==> config.mk <==
export PLATFORM = sky130hd
export DESIGN_NAME = enc_for_controller_flat
export DESIGN_NICKNAME = d
export VERILOG_FILES = /design/src/rtl/enc_for_controller_if.sv /design/src/rtl/enc_for_controller.sv /design/src/flat_wrapper.sv
export SDC_FILE = /design/constraint.sdc
export NUM_CORES = 1
export LEC_CHECK = 0
export CORE_AREA = 2 2 190 192
export CTS_BUF_LIST = sky130_fd_sc_hd__clkbuf_8
export DETAILED_ROUTE_END_ITERATION = 16
export DIE_AREA = 0 0 192 194
export GPL_ROUTABILITY_DRIVEN = 0
export MAX_ROUTING_LAYER = met4
export PLACE_DENSITY = 0.64
export SYNTH_ARGS = -nofsm -noshare
export SYNTH_HDL_FRONTEND = slang
export SYNTH_SLANG_ARGS = --single-unit
==> constraint.sdc <==
create_clock -name clk -period 10.6 [get_ports clk]
set_input_delay 2.12 -clock clk [delete_from_list [all_inputs] [get_ports clk]]
set_output_delay 2.12 -clock clk [all_outputs]
set_load 0.005 [all_outputs]
==> src/rtl/enc_for_controller_if.sv <==
// Bus bundle shared by the encoder core, the output controller, the
// combinational formatter and the downstream sink.
interface enc_for_controller_if #(
  parameter int N = 8,
  parameter int E = 8
);
  logic                     in_valid;
  logic                     in_ready;
  logic [$clog2(N+1)-1:0]   in_count;
  logic                     in_last;
  logic [N*E-1:0]           enc_data;
  logic [2*N*E-1:0]         buf_data;
  logic [1:0]               for_phase;
  logic [$clog2(N+1)-1:0]   for_request;
  logic [$clog2(2*N-1)-1:0] for_offset;
  logic                     out_valid;
  logic                     out_ready;
  logic                     out_last;

  // Environment side: encoder core upstream plus downstream sink
  modport master (
    output in_valid, in_count, in_last, enc_data, out_ready,
    input  in_ready, buf_data, for_phase, for_request, for_offset, out_valid, out_last
  );

  // Controller side
  modport slave (
    input  in_valid, in_count, in_last, enc_data, out_ready,
    output in_ready, buf_data, for_phase, for_request, for_offset, out_valid, out_last
  );
endinterface

==> src/rtl/enc_for_controller.sv <==
// Encoder output controller: owns the 2N-symbol carry buffer and steers the
// combinational formatter so it emits dense, in-order N-symbol beats with a
// short final beat at each frame end. Both handshakes are resolved here.
module enc_for_controller #(
  parameter int ENC_SYM_NUM = 8,
  parameter int EGF_ORDER   = 8
) (
  input logic                 clk,
  input logic                 rst_n,   // synchronous, active-high
  enc_for_controller_if.slave bus
);
  localparam int N  = ENC_SYM_NUM;
  localparam int E  = EGF_ORDER;
  localparam int CW = $clog2(2*N) + 1;     // holds N + (2N-1)
  localparam int RW = $clog2(N+1);
  localparam int OW = $clog2(2*N-1);
  localparam int SW = $clog2(3*N*E) + 1;
  localparam int BW = 2*N*E;
  localparam logic [CW-1:0] N_C = CW'(N);

  localparam logic [1:0] FOR_IDLE  = 2'd0;
  localparam logic [1:0] FOR_DATA  = 2'd1;
  localparam logic [1:0] FOR_FLUSH = 2'd2;

  typedef enum logic [1:0] {S_IDLE = 2'd0, S_DATA = 2'd1, S_FLUSH = 2'd2} state_t;

  state_t          r_state;
  logic [1:0]      r_phase;
  logic [CW-1:0]   r_cnt;
  logic [BW-1:0]   r_buf;

  logic            w_in_ready;
  logic            w_in_fire;
  logic [CW-1:0]   w_k;
  logic [CW-1:0]   w_kf;
  logic [CW-1:0]   w_avail;
  logic [CW-1:0]   w_req;
  logic            w_valid;
  logic            w_last;
  logic            w_out_fire;
  logic [CW-1:0]   w_rem;
  logic [CW-1:0]   w_new_cnt;
  logic [CW-1:0]   w_drop;
  logic [SW-1:0]   w_shamt;
  logic [3*N*E-1:0] w_t;
  logic [BW-1:0]   w_shift;
  logic [BW-1:0]   w_new_buf;

  // Clamp an out-of-range symbol count so the buffer can never overrun
  always_comb begin
    if (CW'(bus.in_count) > N_C) begin
      w_k = N_C;
    end else begin
      w_k = CW'(bus.in_count);
    end
  end

  // No input while draining a frame tail or once a full beat is already held
  assign w_in_ready = !rst_n && (r_state != S_FLUSH) && (r_cnt < N_C);
  assign w_in_fire  = bus.in_valid && w_in_ready;
  assign w_kf       = w_in_fire ? w_k : {CW{1'b0}};
  assign w_avail    = r_cnt + w_kf;

  // Pick the size of this cycle's output beat and whether it closes the frame
  always_comb begin
    w_req   = {CW{1'b0}};
    w_valid = 1'b0;
    w_last  = 1'b0;
    if (rst_n) begin
      w_valid = 1'b0;
    end else if (w_avail >= N_C) begin
      w_req   = N_C;
      w_valid = 1'b1;
      // A full beat closes the frame only when it holds exactly the tail
      w_last  = (r_state != S_FLUSH) && w_in_fire && bus.in_last && (w_avail == N_C);
    end else if (((r_state != S_FLUSH) && w_in_fire && bus.in_last) || (r_state == S_FLUSH)) begin
      w_req   = w_avail;
      w_valid = 1'b1;
      w_last  = 1'b1;
    end else begin
      w_valid = 1'b0;
    end
  end

  assign w_out_fire = w_valid && bus.out_ready;
  assign w_rem      = w_out_fire ? w_req : {CW{1'b0}};
  assign w_new_cnt  = w_avail - w_rem;

  // Window {buf, enc_data} shifted so the oldest surviving symbol lands at lane new_cnt-1
  assign w_t     = {r_buf, bus.enc_data};
  assign w_drop  = N_C - w_kf;
  assign w_shamt = SW'(w_drop) * SW'(E);
  assign w_shift = BW'(w_t >> w_shamt);

  // Keep only the surviving symbols; unused lanes are cleared
  always_comb begin
    w_new_buf = {BW{1'b0}};
    for (int j = 0; j < 2*N; j++) begin
      if (CW'(j) < w_new_cnt) begin
        w_new_buf[j*E +: E] = w_shift[j*E +: E];
      end else begin
        w_new_buf[j*E +: E] = {E{1'b0}};
      end
    end
  end

  // Frame FSM; for_phase is registered alongside the state
  always_ff @(posedge clk) begin
    if (rst_n) begin
      r_state <= S_IDLE;
      r_phase <= FOR_IDLE;
    end else begin
      case (r_state)
        S_IDLE, S_DATA: begin
          if (w_in_fire && bus.in_last) begin
            if ((w_avail <= N_C) && bus.out_ready) begin
              r_state <= S_IDLE;
              r_phase <= FOR_IDLE;
            end else begin
              r_state <= S_FLUSH;
              r_phase <= FOR_FLUSH;
            end
          end else if (w_in_fire) begin
            r_state <= S_DATA;
            r_phase <= FOR_DATA;
          end else begin
            r_state <= r_state;
            r_phase <= r_phase;
          end
        end
        S_FLUSH: begin
          if (w_out_fire && w_last) begin
            r_state <= S_IDLE;
            r_phase <= FOR_IDLE;
          end else begin
            r_state <= S_FLUSH;
            r_phase <= FOR_FLUSH;
          end
        end
        default: begin
          r_state <= S_IDLE;
          r_phase <= FOR_IDLE;
        end
      endcase
    end
  end

  // Carry buffer and symbol count
  always_ff @(posedge clk) begin
    if (rst_n) begin
      r_cnt <= {CW{1'b0}};
      r_buf <= {BW{1'b0}};
    end else begin
      r_cnt <= w_new_cnt;
      r_buf <= w_new_buf;
    end
  end

  assign bus.in_ready    = w_in_ready;
  assign bus.out_valid   = w_valid;
  assign bus.out_last    = w_last;
  assign bus.for_request = RW'(w_req);
  assign bus.for_offset  = w_valid ? OW'(N_C + r_cnt - w_req) : {OW{1'b0}};
  assign bus.for_phase   = r_phase;
  assign bus.buf_data    = r_buf;
endmodule

==> src/flat_wrapper.sv <==
// flat-port wrapper written by rule: the top's interface ports become plain ports
module enc_for_controller_flat 
#(
  parameter int ENC_SYM_NUM = 8,
  parameter int EGF_ORDER   = 8
)
  (clk, rst_n, bus_in_valid, bus_in_count, bus_in_last, bus_enc_data, bus_out_ready, bus_in_ready, bus_buf_data, bus_for_phase, bus_for_request, bus_for_offset, bus_out_valid, bus_out_last);
  enc_for_controller_if #(.N((8)), .E((8))) bus_i ();
  input logic clk;
  input logic rst_n;
  input wire logic [$bits(bus_i.in_valid)-1:0] bus_in_valid;
  input wire logic [$bits(bus_i.in_count)-1:0] bus_in_count;
  input wire logic [$bits(bus_i.in_last)-1:0] bus_in_last;
  input wire logic [$bits(bus_i.enc_data)-1:0] bus_enc_data;
  input wire logic [$bits(bus_i.out_ready)-1:0] bus_out_ready;
  output wire logic [$bits(bus_i.in_ready)-1:0] bus_in_ready;
  output wire logic [$bits(bus_i.buf_data)-1:0] bus_buf_data;
  output wire logic [$bits(bus_i.for_phase)-1:0] bus_for_phase;
  output wire logic [$bits(bus_i.for_request)-1:0] bus_for_request;
  output wire logic [$bits(bus_i.for_offset)-1:0] bus_for_offset;
  output wire logic [$bits(bus_i.out_valid)-1:0] bus_out_valid;
  output wire logic [$bits(bus_i.out_last)-1:0] bus_out_last;
  assign bus_i.in_valid = bus_in_valid;
  assign bus_i.in_count = bus_in_count;
  assign bus_i.in_last = bus_in_last;
  assign bus_i.enc_data = bus_enc_data;
  assign bus_i.out_ready = bus_out_ready;
  assign bus_in_ready = bus_i.in_ready;
  assign bus_buf_data = bus_i.buf_data;
  assign bus_for_phase = bus_i.for_phase;
  assign bus_for_request = bus_i.for_request;
  assign bus_for_offset = bus_i.for_offset;
  assign bus_out_valid = bus_i.out_valid;
  assign bus_out_last = bus_i.out_last;
  enc_for_controller #(.ENC_SYM_NUM(ENC_SYM_NUM), .EGF_ORDER(EGF_ORDER)) u_core (.clk(clk), .rst_n(rst_n), .bus(bus_i));
endmodule
==> impl_metrics.ini <==
[critical_path]
cpPeakStageDelay_ns = 0.82
crit_path_end_kind = output port
slowest_stage = or4b_1
setup.worst_path.start_class = input pin
crit_chain = clkdlybuf4s50_1 > buf_4 > or4b_1 > nor2_1 > nand3b_1 > fa_1 > nor2b_1 > nor3_1 > a2bb2oi_1 > nor4_1 > nand2_1 > ha_1 > ha_1 > inv_1 > fa_1 > xnor2_1 > xnor2_1 > mux2_2 > clkdlybuf4s50_1
worstSetupPathType = in2out
critical_path.max_fanout = 18
required_ns = 8.48
crit_arrival_ns = 7.79

[yosys]
synth_simple_gate_area_frac = 0.1543
yosysUniqueCellTypes = 63
synthXorXnorAreaFrac = 0.007833
muxShareOfSynthArea = 0.3221
synth_compound_area_frac = 0.2179
synthCells = 1471
ys_warn_count = 0
syn_area_per_cell_sq_um = 8.252
synthAdderAreaFrac = 0.01835
postSynth.asyncResetShare = 0
synth_ff_type = dfxtp_1
seq_area_frac_synth = 0.2226
synth_area_sq_um = 12140
synth-seq-cells = 135
synth_top_family_by_area = multiplexers
syn_nets = 1560
synth-edff-count = 0

[placed_design]
port-buffer-count = 213
hpwl_mm = 37.18
dpl_cell_area_sq_um = 14620
place_ws_ns = 0.7713

[global_routing]
antenna_found_initial = 2
track_usage = 0.2912
grt_max_degree = 128
gr-total-overflow = 0
grt_pass1_wl_mm = 80.14
grt_pass1_vias = 12990

[sta]
setup-violations-final = 0
drv_slew = 0
fin_crit_ns = 9.914
fin_crit_sh = 0.9353
skew_ns = 0.01405
fin_ws_ns = 0.6860
finalHoldViolCount = 0
worstMarginPinSlew_ns = 1.344
max_freq_mhz = 100.9
fin_tns_setup_ns = 0
slew_headroom = 0.09444
rsz0062_at_grt = no

[drt]
final_antenna_net_count = 0
wl_per_cell_um = 25.75
drc = 0
routed.top_layer = met4
wl_met1_mm = 20.80
met3WireLength_mm = 5.937
vias = 13370
drtIter0Drc = 2041
drt-total-wl_mm = 53.68
wl_met2_mm = 24.25
drt-pass1-iter-count = 6
viasPerCell = 6.414

[finish]
multi_input_area_sq_um = 8818
nFillCells = 3535
register_area_sq_um = 2703
drive_above_1_share = 0.1276
syn2layout_area_growth_pct = 24.15
design_area_sq_um = 15070
nNetsFinal = 1698

[power]
power_density_nw_per_um2 = 182.0
power.leakage_nw = 5.266
vdd_drop_max_mv = 0.1087

[min_path]
hold_path.class = reg2reg

[clock_network]
cts_buffer_depth = 2
tritoncts = built
clock-sinks = 135
ctsResizeCount = 0
cts_setup_buffers = 0
clk_latency_ns = 0.49
root_buffer = clkbuf_8
ctsHoldBuffers = 0
path_clk_slew_ns = 0.09
cts_buffers = 17
htreeDepth = 4

[die]
die_y_um = 194
core_area_sq_um = 35220
fp.dieArea_sq_um = 37250
start_util = 0.3446
rows = 69
die_w_um = 192
ioPinCount = 214

[status]
status = finished, final reports clean

[flow_run]
drv_cap = 0
## synth_stat cells (3+ instances only)
cell / count / area, sq um
a21oi_1: 103 / 515.5
mux2_2: 70 / 788.3
nand2b_1: 20 / 125.1
mux2i_2: 3 / 41.29
buf_1: 20 / 75.07
nand3_1: 15 / 75.07
o21ai_1: 8 / 40.04
a211oi_1: 86 / 645.6
nand2_1: 131 / 491.7
o211ai_1: 22 / 165.2
xnor2_1: 7 / 61.31
o22ai_1: 30 / 187.7
nor2b_1: 11 / 68.82
nor3_1: 50 / 250.2
o21ai_0: 56 / 280.3
mux2_1: 3 / 33.78
a31oi_1: 7 / 43.79
inv_1: 24 / 90.09
a21boi_0: 7 / 52.55
a21o_1: 4 / 30.03
nand4_1: 7 / 43.79
clkbuf_1: 66 / 247.7
a222oi_1: 6 / 60.06
and3_1: 5 / 31.28
buf_6: 8 / 90.09
mux4_2: 35 / 788.3
o221a_2: 8 / 90.09
o311a_1: 3 / 30.03
and2_1: 4 / 25.02
dfxtp_1: 135 / 2703
a2111oi_2: 4 / 60.06
mux2i_1: 223 / 2232
a221oi_1: 13 / 113.9
ha_1: 13 / 162.7
a32oi_1: 7 / 61.31
nor2_1: 152 / 570.6
nor4_1: 15 / 93.84
fa_1: 3 / 60.06
a22oi_1: 20 / 150.1
o31ai_1: 3 / 22.52
buf_2: 33 / 165.2
## final timing paths
check,slack [ns],cells past startpoint,to,startpoint
hold reg to reg,0.52,1,u_core.r_state[0],u_core.r_state[1]
setup / recovery,0.69,19,bus_for_offset[3],rst_n
hold / removal,0.52,1,u_core.r_state[0],u_core.r_state[1]
setup reg to reg,3.76,20,u_core.bus.buf_data[61],u_core.r_cnt[4]
## layout by cell type (no fill, tap or decap), drive strengths merged, types with 4 or more instances in the layout
cell	synthesis	layout
xnor2	8	8
bufinv	0	4
buf	63	35
a22oi	20	20
nand2b	20	20
nor3	51	51
and2	4	4
clkbuf	66	20
dfxtp	135	135
a222oi	6	6
a21boi	7	7
o221a	8	8
nand3	15	15
o211ai	22	22
mux2	73	73
nand4	7	7
a31oi	7	7
nand2	131	131
a211oi	86	86
a221oi	13	13
mux2i	226	226
a32oi	7	7
clkdlybuf4s50	0	213
inv	25	26
o22ai	30	30
ha	13	13
mux4	36	36
a21o	4	4
nor2	152	152
and3	5	5
clkinv	1	6
a2111oi	6	6
a21oi	103	103
o21ai	64	64
nor4	15	15
nor2b	11	11
## layout make-up
| type | instances | area share |
|---|---|---|
| Inverter | 26 | 0.006642 |
| Tap cell | 461 | 0.03827 |
| Multi-Input combinational cell | 1181 | 0.5851 |
| Clock buffer | 20 | 0.01826 |
| Clock inverter | 12 | 0.01146 |
| Timing Repair Buffer | 248 | 0.1606 |
| Sequential cell | 135 | 0.1793 |
| Antenna cell | 2 | 0.0003321 |
## layer usage
| layer | up-vias | global-route usage |
|---|---|---|
| li1 | 5828 | - |
| met1 | 6429 | 0.3683 |
| met2 | 926 | 0.4477 |
| met3 | 191 | 0.05376 |
| met4 | 0 | 0.1363 |
| met5 | - | - |
## where the power goes
group / total, W / internal, W / switching [W]
clock: 0.000513 / 0.000275 / 0.000239
sequential: 0.000696 / 0.000589 / 0.000106
combinational: 0.00153 / 0.000575 / 0.000959
## metrics by stage
stage               instances  utilization  hold WS (ns)  total power [W]
finish                   2085       0.4279        0.5245         0.002743
global placement         2051       0.4150        0.5050         0.002160
detailed placement       2051       0.4150        0.5176         0.002167
CTS                      2083       0.4277        0.5319         0.002674
floorplan                1471            -        0.4753         0.001492
global route             2085       0.4279        0.5672         0.002828
## critical path: cells and delay by family
kind	cells	cell delay [ns]
buf+inv	4	1.07
compound gates	1	0.20
simple gates	7	2.34
mux	1	0.35
fa+ha+maj	4	1.35
xor+xnor	2	0.34
## cells by family after synthesis
logic type | Yosys count
flops | 135
simple gates | 422
mux | 335
buf+inv | 155
fa+ha+maj | 16
compound gates | 398
xor+xnor | 10
## registers in the layout (all words and copies together) (netlist names)
name	flops
u_core.r_cnt	5
u_core.r_state	2
u_core.bus.buf_data	128
No activity file was read; power rests on OpenSTA's default activity.
